### src/rtl/result_serializer_pkg.sv
// rtl/result_serializer_pkg.sv - shared serializer states, frame sizes and header default
package result_serializer_pkg;

    typedef enum logic [1:0] {
        ST_IDLE   = 2'd0,
        ST_SEND   = 2'd1,
        ST_FINISH = 2'd2
    } ser_state_e;

    localparam int         N_ELEMS         = 9;
    localparam int         N_DATA_BYTES    = 2 * N_ELEMS;
    localparam int         FRAME_LEN_HDR   = N_DATA_BYTES + 1;
    localparam int         FRAME_LEN_NOHDR = N_DATA_BYTES;
    localparam int         IDX_W           = 5;
    localparam logic [7:0] DEFAULT_HEADER  = 8'hA5;

    function automatic logic [IDX_W-1:0] last_index(input bit header_en);
        return header_en ? IDX_W'(FRAME_LEN_HDR - 1) : IDX_W'(FRAME_LEN_NOHDR - 1);
    endfunction

endpackage

### src/rtl/result_serializer_edge_detect_rise.sv
// rtl/result_serializer_edge_detect_rise.sv - rising-edge detector with registered previous level
module edge_detect_rise (
    input  logic clk,
    input  logic rst,
    input  logic in,
    output logic rise
);

    logic in_q;

    // Previous level resets low so a level already high at reset release reads as an edge.
    always_ff @(posedge clk or posedge rst) begin
        if (rst) begin
            in_q <= 1'b0;
        end else begin
            in_q <= in;
        end
    end

    assign rise = in & ~in_q;

endmodule

### src/rtl/result_serializer.sv
// rtl/result_serializer.sv - captures a 3x3 result matrix and streams it as a byte frame
module result_serializer
    import result_serializer_pkg::*;
#(
    parameter bit         HEADER_EN   = 1'b1,
    parameter logic [7:0] HEADER_BYTE = DEFAULT_HEADER
) (
    input  logic        clk,
    input  logic        rst,
    input  logic        done,
    input  logic [15:0] c0,
    input  logic [15:0] c1,
    input  logic [15:0] c2,
    input  logic [15:0] c3,
    input  logic [15:0] c4,
    input  logic [15:0] c5,
    input  logic [15:0] c6,
    input  logic [15:0] c7,
    input  logic [15:0] c8,
    output logic [7:0]  tx_data,
    output logic        tx_valid,
    input  logic        tx_ready,
    output logic        busy,
    output logic        frame_sent
);

    localparam logic [IDX_W-1:0] LAST_IDX = last_index(HEADER_EN);
    localparam logic [IDX_W-1:0] HDR_OFS  = {{(IDX_W-1){1'b0}}, HEADER_EN};

    ser_state_e       state_q, state_d;
    logic [IDX_W-1:0] idx_q, idx_d;
    logic [7:0]       bytes_q [N_DATA_BYTES];
    logic [7:0]       bytes_d [N_DATA_BYTES];
    logic             done_rise;
    logic             capture;
    logic             xfer;
    logic             last_xfer;
    logic [IDX_W-1:0] data_idx;

    edge_detect_rise u_done_edge (
        .clk  (clk),
        .rst  (rst),
        .in   (done),
        .rise (done_rise)
    );

    assign capture   = (state_q == ST_IDLE) && done_rise;
    assign xfer      = (state_q == ST_SEND) && tx_ready;
    assign last_xfer = xfer && (idx_q == LAST_IDX);
    assign data_idx  = idx_q - HDR_OFS;

    // Buffer is stored as big-endian bytes so the byte index maps straight onto it.
    always_comb begin
        bytes_d = bytes_q;
        if (capture) begin
            bytes_d = '{c0[15:8], c0[7:0], c1[15:8], c1[7:0], c2[15:8], c2[7:0],
                        c3[15:8], c3[7:0], c4[15:8], c4[7:0], c5[15:8], c5[7:0],
                        c6[15:8], c6[7:0], c7[15:8], c7[7:0], c8[15:8], c8[7:0]};
        end
    end

    always_ff @(posedge clk or posedge rst) begin
        if (rst) begin
            state_q <= ST_IDLE;
            idx_q   <= '0;
            bytes_q <= '{default: 8'h00};
        end else begin
            state_q <= state_d;
            idx_q   <= idx_d;
            bytes_q <= bytes_d;
        end
    end

    always_comb begin
        state_d = state_q;
        idx_d   = idx_q;
        case (state_q)
            ST_IDLE: begin
                if (capture) begin
                    state_d = ST_SEND;
                    idx_d   = '0;
                end
            end
            ST_SEND: begin
                if (last_xfer) begin
                    state_d = ST_FINISH;
                    idx_d   = '0;
                end else if (xfer) begin
                    idx_d = idx_q + 1'b1;
                end
            end
            ST_FINISH: state_d = ST_IDLE;
            default:   state_d = ST_IDLE;
        endcase
    end

    always_comb begin
        tx_valid   = 1'b0;
        busy       = 1'b0;
        frame_sent = 1'b0;
        tx_data    = 8'h00;
        case (state_q)
            ST_SEND: begin
                tx_valid = 1'b1;
                busy     = 1'b1;
                tx_data  = (HEADER_EN && (idx_q == '0)) ? HEADER_BYTE : bytes_q[data_idx];
            end
            ST_FINISH: frame_sent = 1'b1;
            default: ;
        endcase
    end

endmodule

### config.mk
export PLATFORM = sky130hd
export DESIGN_NAME = result_serializer
export DESIGN_NICKNAME = d
export VERILOG_FILES = /design/src/rtl/result_serializer_pkg.sv /design/src/rtl/result_serializer_edge_detect_rise.sv /design/src/rtl/result_serializer.sv
export SDC_FILE = /design/constraint.sdc
export NUM_CORES = 1
export LEC_CHECK = 0
export CAP_MARGIN = 20
export CORE_MARGIN = 8
export CORE_UTILIZATION = 50
export CTS_CLUSTER_DIAMETER = 200
export DETAILED_ROUTE_END_ITERATION = 8
export MAX_ROUTING_LAYER = met4
export PLACE_DENSITY = 0.79
export SYNTH_ARGS = -nofsm -noshare
export SYNTH_HDL_FRONTEND = slang
export SYNTH_HIERARCHICAL = 1
export SYNTH_SLANG_ARGS = --single-unit
### constraint.sdc
create_clock -name clk -period 9 [get_ports clk]
set_input_delay 1.8 -clock clk [delete_from_list [all_inputs] [get_ports clk]]
set_output_delay 1.8 -clock clk [all_outputs]
set_load 0.03 [all_outputs]
==> metrics.yaml, run 1 <==
worst_hold_path:
  min-delay-start: "bytes_q[116]"
  hold_end: "bytes_q[116]"
  hold_path.class: "reg2reg"
  hold_path_depth: 1
yosys:
  synth_cell_type_count: 36
  ys_ff_latch: 152
  synth_flop_cell: "dfrtp_1"
  synth_nets: 674
  yosysWarnings: 6
  ys_top_cells_by_area: "dfrtp_1, mux2_2, mux4_2, mux2i_1, nand2_1"
  synth_area_leader_cell: "dfrtp_1"
  async_reset_ff_share_pct: 100
  yosysSeqAreaShare_pct: 52.8
  syn_area_sq_um: 7200
  synth_top_cell_area_share_pct: 52.8
  synthCells: 522
  synth_edf_count: 0
  syn_avg_cell_area_sq_um: 13.8
power_and_ir_drop:
  power_switching_mw: 1.27
  power-per-cell-area_nw_per_um2: 381
  p_comb_share_pct: 44.9
  vdd_drop_max_uv: 201
  sw_frac_of_total_pct: 34.9
  sequentialPowerShare_pct: 33.7
  clkPwrFrac_pct: 21.4
  power_leakage_nw: 3.90
  p_int_mw: 2.37
layout:
  n_antenna_cell: 0
  fin_cells: 868
  postLayoutCellArea_sq_um: 9570
  final_util_pct: 66.8
  nNetsFinal: 823
  syn2layout_area_growth_pct: 32.8
  final_layout_size_suffix_gt1_share_pct: 32.6
route:
  drc: 0
  drtIter0Drc: 215
  ant_nets: 0
  firstDrtPassIters: 4
  drt-vias-per-instance: 5.51
  wl_um: 17400
  vias: 4782
  wire_per_inst_um: 20.1
timing:
  period_share_pct: 63.5
  setup_viol: 0
  tightest_slew_ns: 0.819
  finalHoldViolCount: 0
  fin_ws_ns: 3.29
  drv_slew: 0
  rsz0062_at_grt: "no"
  period_minus_slack_ns: 5.71
  setup-tns-final_ns: 0
  clock.fmax_mhz: 175
  maxSlewHeadroom_pct: 45.4
  finalClockSkew_ns: 0.00584
clock_tree:
  clockBufferDepth: 2
  hold_buffers: 0
  ctsResizeCount: 0
  clk_pin_slew_worst_paths_ns: 0.06
  insertion_delay_ns: 0.42
  post_cts_buffers: 0
  cts_max_level: 4
  cts_root_buf: "clkbuf_16"
  cts_sinks: 152
  numCtsBuffers: 17
  cts_tree: "built"
run:
  drv_cap: 0
floorplan:
  initial_core_util_pct: 50.3
  core_sq_um: 14300
  fp.dieW_um: 136
  die-area_sq_um: 18500
  fp-row-count: 44
  ios: 159
  die_y_um: 136
worst_setup_path:
  worstSetupPathType: "reg2out"
  cp_max_fo: 19
  r2r_end: "idx_q[1]"
  required_ns: 7.20
  reg2reg_setup_slack_ns: 7.09
  endpoint_kind: "output pin"
  r2r-start: "idx_q[1]"
  worstPathArrival_ns: 3.91
  rr_worst_depth: 4
  cp-startpoint: "idx_q[1]"
  start_kind: "flop"
global_routing:
  first_global_vias: 5226
  grt_max_degree: 92
  grtUsageTotal_pct: 20.1
  grt_pass1_wl_um: 27700
  antenna_found_initial: 0
  grt_remaining_overflow: 0
placed_design:
  dp_hpwl_um: 12600
  dp_cells: 834
  dpl_cell_area_sq_um: 8870
  dp_slack_ns: 3.79
  finalWeightedCongestion: 0.873
  port_buffers: 158
run_status:
  status: "finished clean"
## cell usage after synthesis, types with 4 or more instances
cell type and n:
inv_1 7, nand2b_1 4, mux2_2 150, a21oi_1 9
buf_4 6, nor3b_1 4, clkbuf_1 5, nor3_1 9
ha_1 4, mux4_2 24, a32oi_1 4, o21ai_0 10
nor2_1 10, buf_2 22, nand4_1 8, nand3_1 12
or4_1 4, nor2b_1 4, dfrtp_1 152, mux2i_1 14
nand2_1 35
## final cells by class
| class | instances | area [sq um] |
|---|---|---|
| clock buffers | 22 | 494 |
| clock inverters | 10 | 164 |
| fillers | 1021 | 4750 |
| inverters | 7 | 31.3 |
| multi-input cells | 327 | 3180 |
| flip-flops and latches | 152 | 3800 |
| well taps | 184 | 230 |
| repair buffers | 166 | 1670 |
## through the flow
step / power [mW] / hold slack [ns]
6_report: 3.65 / 0.502
5_1_grt: 3.86 / 0.517
4_1_cts: 3.65 / 0.505
3_5_place_dp: 2.86 / 0.491
3_3_place_gp: 2.80 / 0.485
2_1_floorplan: 2.37 / 0.475
## power groups by stage
stage | combinational, mW | sequential, mW | clock [mW]
finish | 1.64 | 1.23 | 0.780
global route | 1.76 | 1.28 | 0.825
CTS | 1.63 | 1.23 | 0.788
detailed placement | 1.62 | 1.24 | 0
global placement | 1.58 | 1.21 | 0
floorplan | 1.22 | 1.15 | 0
## placed cells by master (no fill, tap or decap), types with 2 or more instances in the layout
cell	count
a21oi_1	9
a32oi_1	4
buf_4	6
bufinv_16	4
clkbuf_16	17
clkbuf_8	5
clkdlybuf4s50_1	158
clkinv_2	2
clkinv_4	2
dfrtp_1	151
ha_1	4
inv_1	6
inv_6	2
mux2_2	150
mux2i_1	14
mux4_2	24
nand2_1	35
nand2b_1	4
nand3_1	12
nand4_1	8
nor2_1	10
nor2b_1	4
nor3_1	9
nor3b_1	3
nor4b_1	2
o21a_1	3
o21ai_0	10
o31ai_1	2
or2_2	2
or3_1	2
or4_1	4
xnor2_1	2
## sequential cells by signal (all words and copies together), names as in the netlist
signal and cells:
idx_q 5, bytes_q 144, u_done_edge/in_q 1, state_q 2
## metal layers
layer  share of wire, %  up-vias  track usage [%]
met1                 43     2422             25.1
met2                 51      146             32.1
li1                   -     2201                -
met3                4.8       13             4.77
met4                1.2        0             5.55
met5                  0        -                -
## critical path: stages (launching register included)
cell and delay [ns]:
dfrtp_1 0.50, inv_1 0.11, ha_1 0.72, buf_4 0.42, nor3b_1 0.24, a31oi_1 0.18, nor3_1 0.38, a21oi_1 0.13
nand3_1 0.13, clkdlybuf4s50_1 0.68
## how the worst max path moves through the flow
stage	end	cells past startpoint
floorplan	bytes_q[0]	1
global placement	tx_data[0]	8
detailed placement	tx_data[7]	9
CTS	tx_data[7]	9
global route	tx_data[5]	9
finish	tx_data[7]	9
## cells by family (layout without fill, tap and decap cells)
logic type      Yosys count  after routing  share of synthesized area, %
compound gates           32             32                          2.73
simple gates             99             99                          7.03
fa+ha+maj                 4              4                         0.695
mux                     188            188                          32.9
xor+xnor                  4              4                         0.591
buf+inv                  43            205                          3.25
flops                   152            152                          52.8
Power figures use the tool's default switching activity.
==> inputs of run 2 (changes only) <==
clock period = 5.85 ns   (was 9 ns; I/O delays follow)
==> run 2 against run 1 <==
Against the previous run: first-iteration DRC count increased by 31%; via count up 0.50%; highest routed layer unchanged; clock skew is 0.00050 ns lower; non-clock buffer count fell by 2; cell area down 1.4%; clock-buffer cell count is the same; total power increased by 49%.
==> metrics.yaml, run 2 (same netlist as run 1, synthesis figures left out) <==
power_and_ir_drop:
  sequentialPowerShare_pct: 34.9  # +1.2 points
  p_int_mw: 3.51  # +48%
  clkPwrFrac_pct: 19.2  # -2.2 points
  power_leakage_nw: 3.84  # -1.7%
  vdd_drop_max_uv: 305  # +52%
  p_comb_share_pct: 45.9  # +1.0 points
  sw_frac_of_total_pct: 35.7  # +0.71 points
  power_switching_mw: 1.94  # +52%
  power-per-cell-area_nw_per_um2: 577  # +51%
layout:
  largest_register_ffs: 144  # unchanged
  reg.largest.list: "bytes_q (144), idx_q (5), state_q (2)"
  syn2layout_area_growth_pct: 31.0
  most-common-layout-cells: "clkdlybuf4s50_1, dfrtp_1, mux2_2"
  n_antenna_cell: 0  # unchanged
  final_layout_size_suffix_gt1_share_pct: 31.9  # -0.74 points
  nNetsFinal: 821  # -0.24%
  top_register: "bytes_q"
  fin_cells: 865  # -0.35%
  layout_commonest_cell: "clkdlybuf4s50_1"
floorplan:
  fp-row-count: 44  # unchanged
  die-area_sq_um: 18500  # unchanged
  initial_core_util_pct: 50.3  # unchanged
  ios: 159  # unchanged
  fp.dieW_um: 136  # unchanged
  die_y_um: 136  # unchanged
  core_sq_um: 14300  # unchanged
timing:
  fin_ws_ns: 0.842  # -2.44 ns
  drv_slew: 0  # unchanged
  clock.fmax_mhz: 200
  setup_viol: 0  # unchanged
  maxSlewHeadroom_pct: 27.1  # -18 points
  finalHoldViolCount: 0  # unchanged
  period_share_pct: 85.6
  period_minus_slack_ns: 5.01
  finalClockSkew_ns: 0.00534  # -0.000500 ns
  rsz0062_at_grt: "no"
  setup-tns-final_ns: 0  # unchanged
  tightest_slew_ns: 1.09  # +0.270 ns
worst_setup_path:
  path_cells: "inv_1 -> ha_1 -> buf_4 -> mux4_2 -> mux2i_1 -> or4_1 -> nand3_1 -> clkdlybuf4s50_1"
  slowest_delay_ns: 0.73  # about the same
  endpoint_kind: "output pin"
  required_ns: 4.68  # -2.52 ns
  cp_slowest_cell: "ha_1"
  start_kind: "flop"
  cp_num_buf_inv: 3  # unchanged
  cp_max_fo: 17  # -2
  worstSetupPathType: "reg2out"
  crit_family: "buffers and inverters"
  worstPathArrival_ns: 3.84  # -0.07 ns
clock_tree:
  cts_tree: "built"
  clk_pin_slew_worst_paths_ns: 0.06  # about the same
  ctsResizeCount: 0  # unchanged
  cts_root_buf: "clkbuf_16"
  clockBufferDepth: 2  # unchanged
  cts_sinks: 152  # unchanged
  insertion_delay_ns: 0.43  # about the same
  cts_max_level: 4  # unchanged
  numCtsBuffers: 17  # unchanged
  hold_buffers: 0  # unchanged
  post_cts_buffers: 0  # unchanged
route:
  vias: 4806  # +0.50%
  ant_nets: 0  # unchanged
  drc: 0  # unchanged
  drtIter0Drc: 282  # +31%
  wl_um: 17600  # +0.92%
  drt-vias-per-instance: 5.56  # +0.85%
  firstDrtPassIters: 4  # unchanged
  wire_per_inst_um: 20.3  # +1.3%
run_status:
  status: "finished clean"
run:
  drv_cap: 0  # unchanged
global_routing:
  antenna_found_initial: 0  # unchanged
  grt_pass1_wl_um: 27900  # +0.95%
  grt_max_degree: 109  # +18%
  grtUsageTotal_pct: 20.3  # +0.25 points
  grt_remaining_overflow: 0  # unchanged
  first_global_vias: 5310  # +1.6%
placed_design:
  finalWeightedCongestion: 0.822  # -5.8%
  port_buffers: 158  # unchanged
  dp_cells: 834  # unchanged
  dp_hpwl_um: 12900  # +2.7%
  dp_slack_ns: 1.29  # -2.50 ns
worst_hold_path:
  hold_path.class: "reg2reg"
-- run 2: final timing paths --
check | startpoint | endpoint | slack (ns) | cells after the start
hold reg to reg | bytes_q[30] | bytes_q[30] | 0.50 | 1
setup reg to reg | u_done_edge/in_q | bytes_q[106] | 3.77 | 4
max in group asynchronous | rst | bytes_q[113] | 3.34 | 3
min in group asynchronous | rst | u_done_edge/in_q | 1.00 | 2
hold / removal | bytes_q[30] | bytes_q[30] | 0.50 | 1
setup / recovery | idx_q[1] | tx_data[0] | 0.84 | 8
-- run 2: cell type report --
type,instances,area (sq um)
inverters,7,31.3
clock inverters,9,100
multi-input cells,327,3180
fillers,1057,4880
well taps,184,230
flip-flops and latches,152,3800
clock buffers,22,464
repair buffers,164,1630
-- run 2: power by group through the flow --
stage / Clock, mW / Sequential, mW / Combinational [mW]
3_5_place_dp: 0 / 1.92 / 2.49
3_3_place_gp: 0 / 1.89 / 2.43
6_report: 1.05 / 1.90 / 2.50
5_1_grt: 1.11 / 1.97 / 2.70
2_1_floorplan: 0 / 1.77 / 1.88
4_1_cts: 1.07 / 1.90 / 2.51
-- run 2: layer usage --
metal | GRT usage [%] | share of wire, % | wire (um)
met5 | - | 0 | 0
met2 | 32.7 | 50 | 8840
met3 | 5.17 | 5.3 | 938
met4 | 6.28 | 1.6 | 289
met1 | 24.7 | 43 | 7520
-- run 2: metrics by stage --
| stage | hold slack (ns) | util (%) | cell area [sq um] | power, mW |
|---|---|---|---|---|
| global placement | 0.485 | 62.0 | 8870 | 4.32 |
| global route | 0.516 | 65.9 | 9440 | 5.79 |
| floorplan | 0.475 | - | 7200 | 3.65 |
| CTS | 0.504 | 65.9 | 9440 | 5.48 |
| detailed placement | 0.491 | 62.0 | 8870 | 4.41 |
| finish | 0.501 | 65.9 | 9440 | 5.45 |
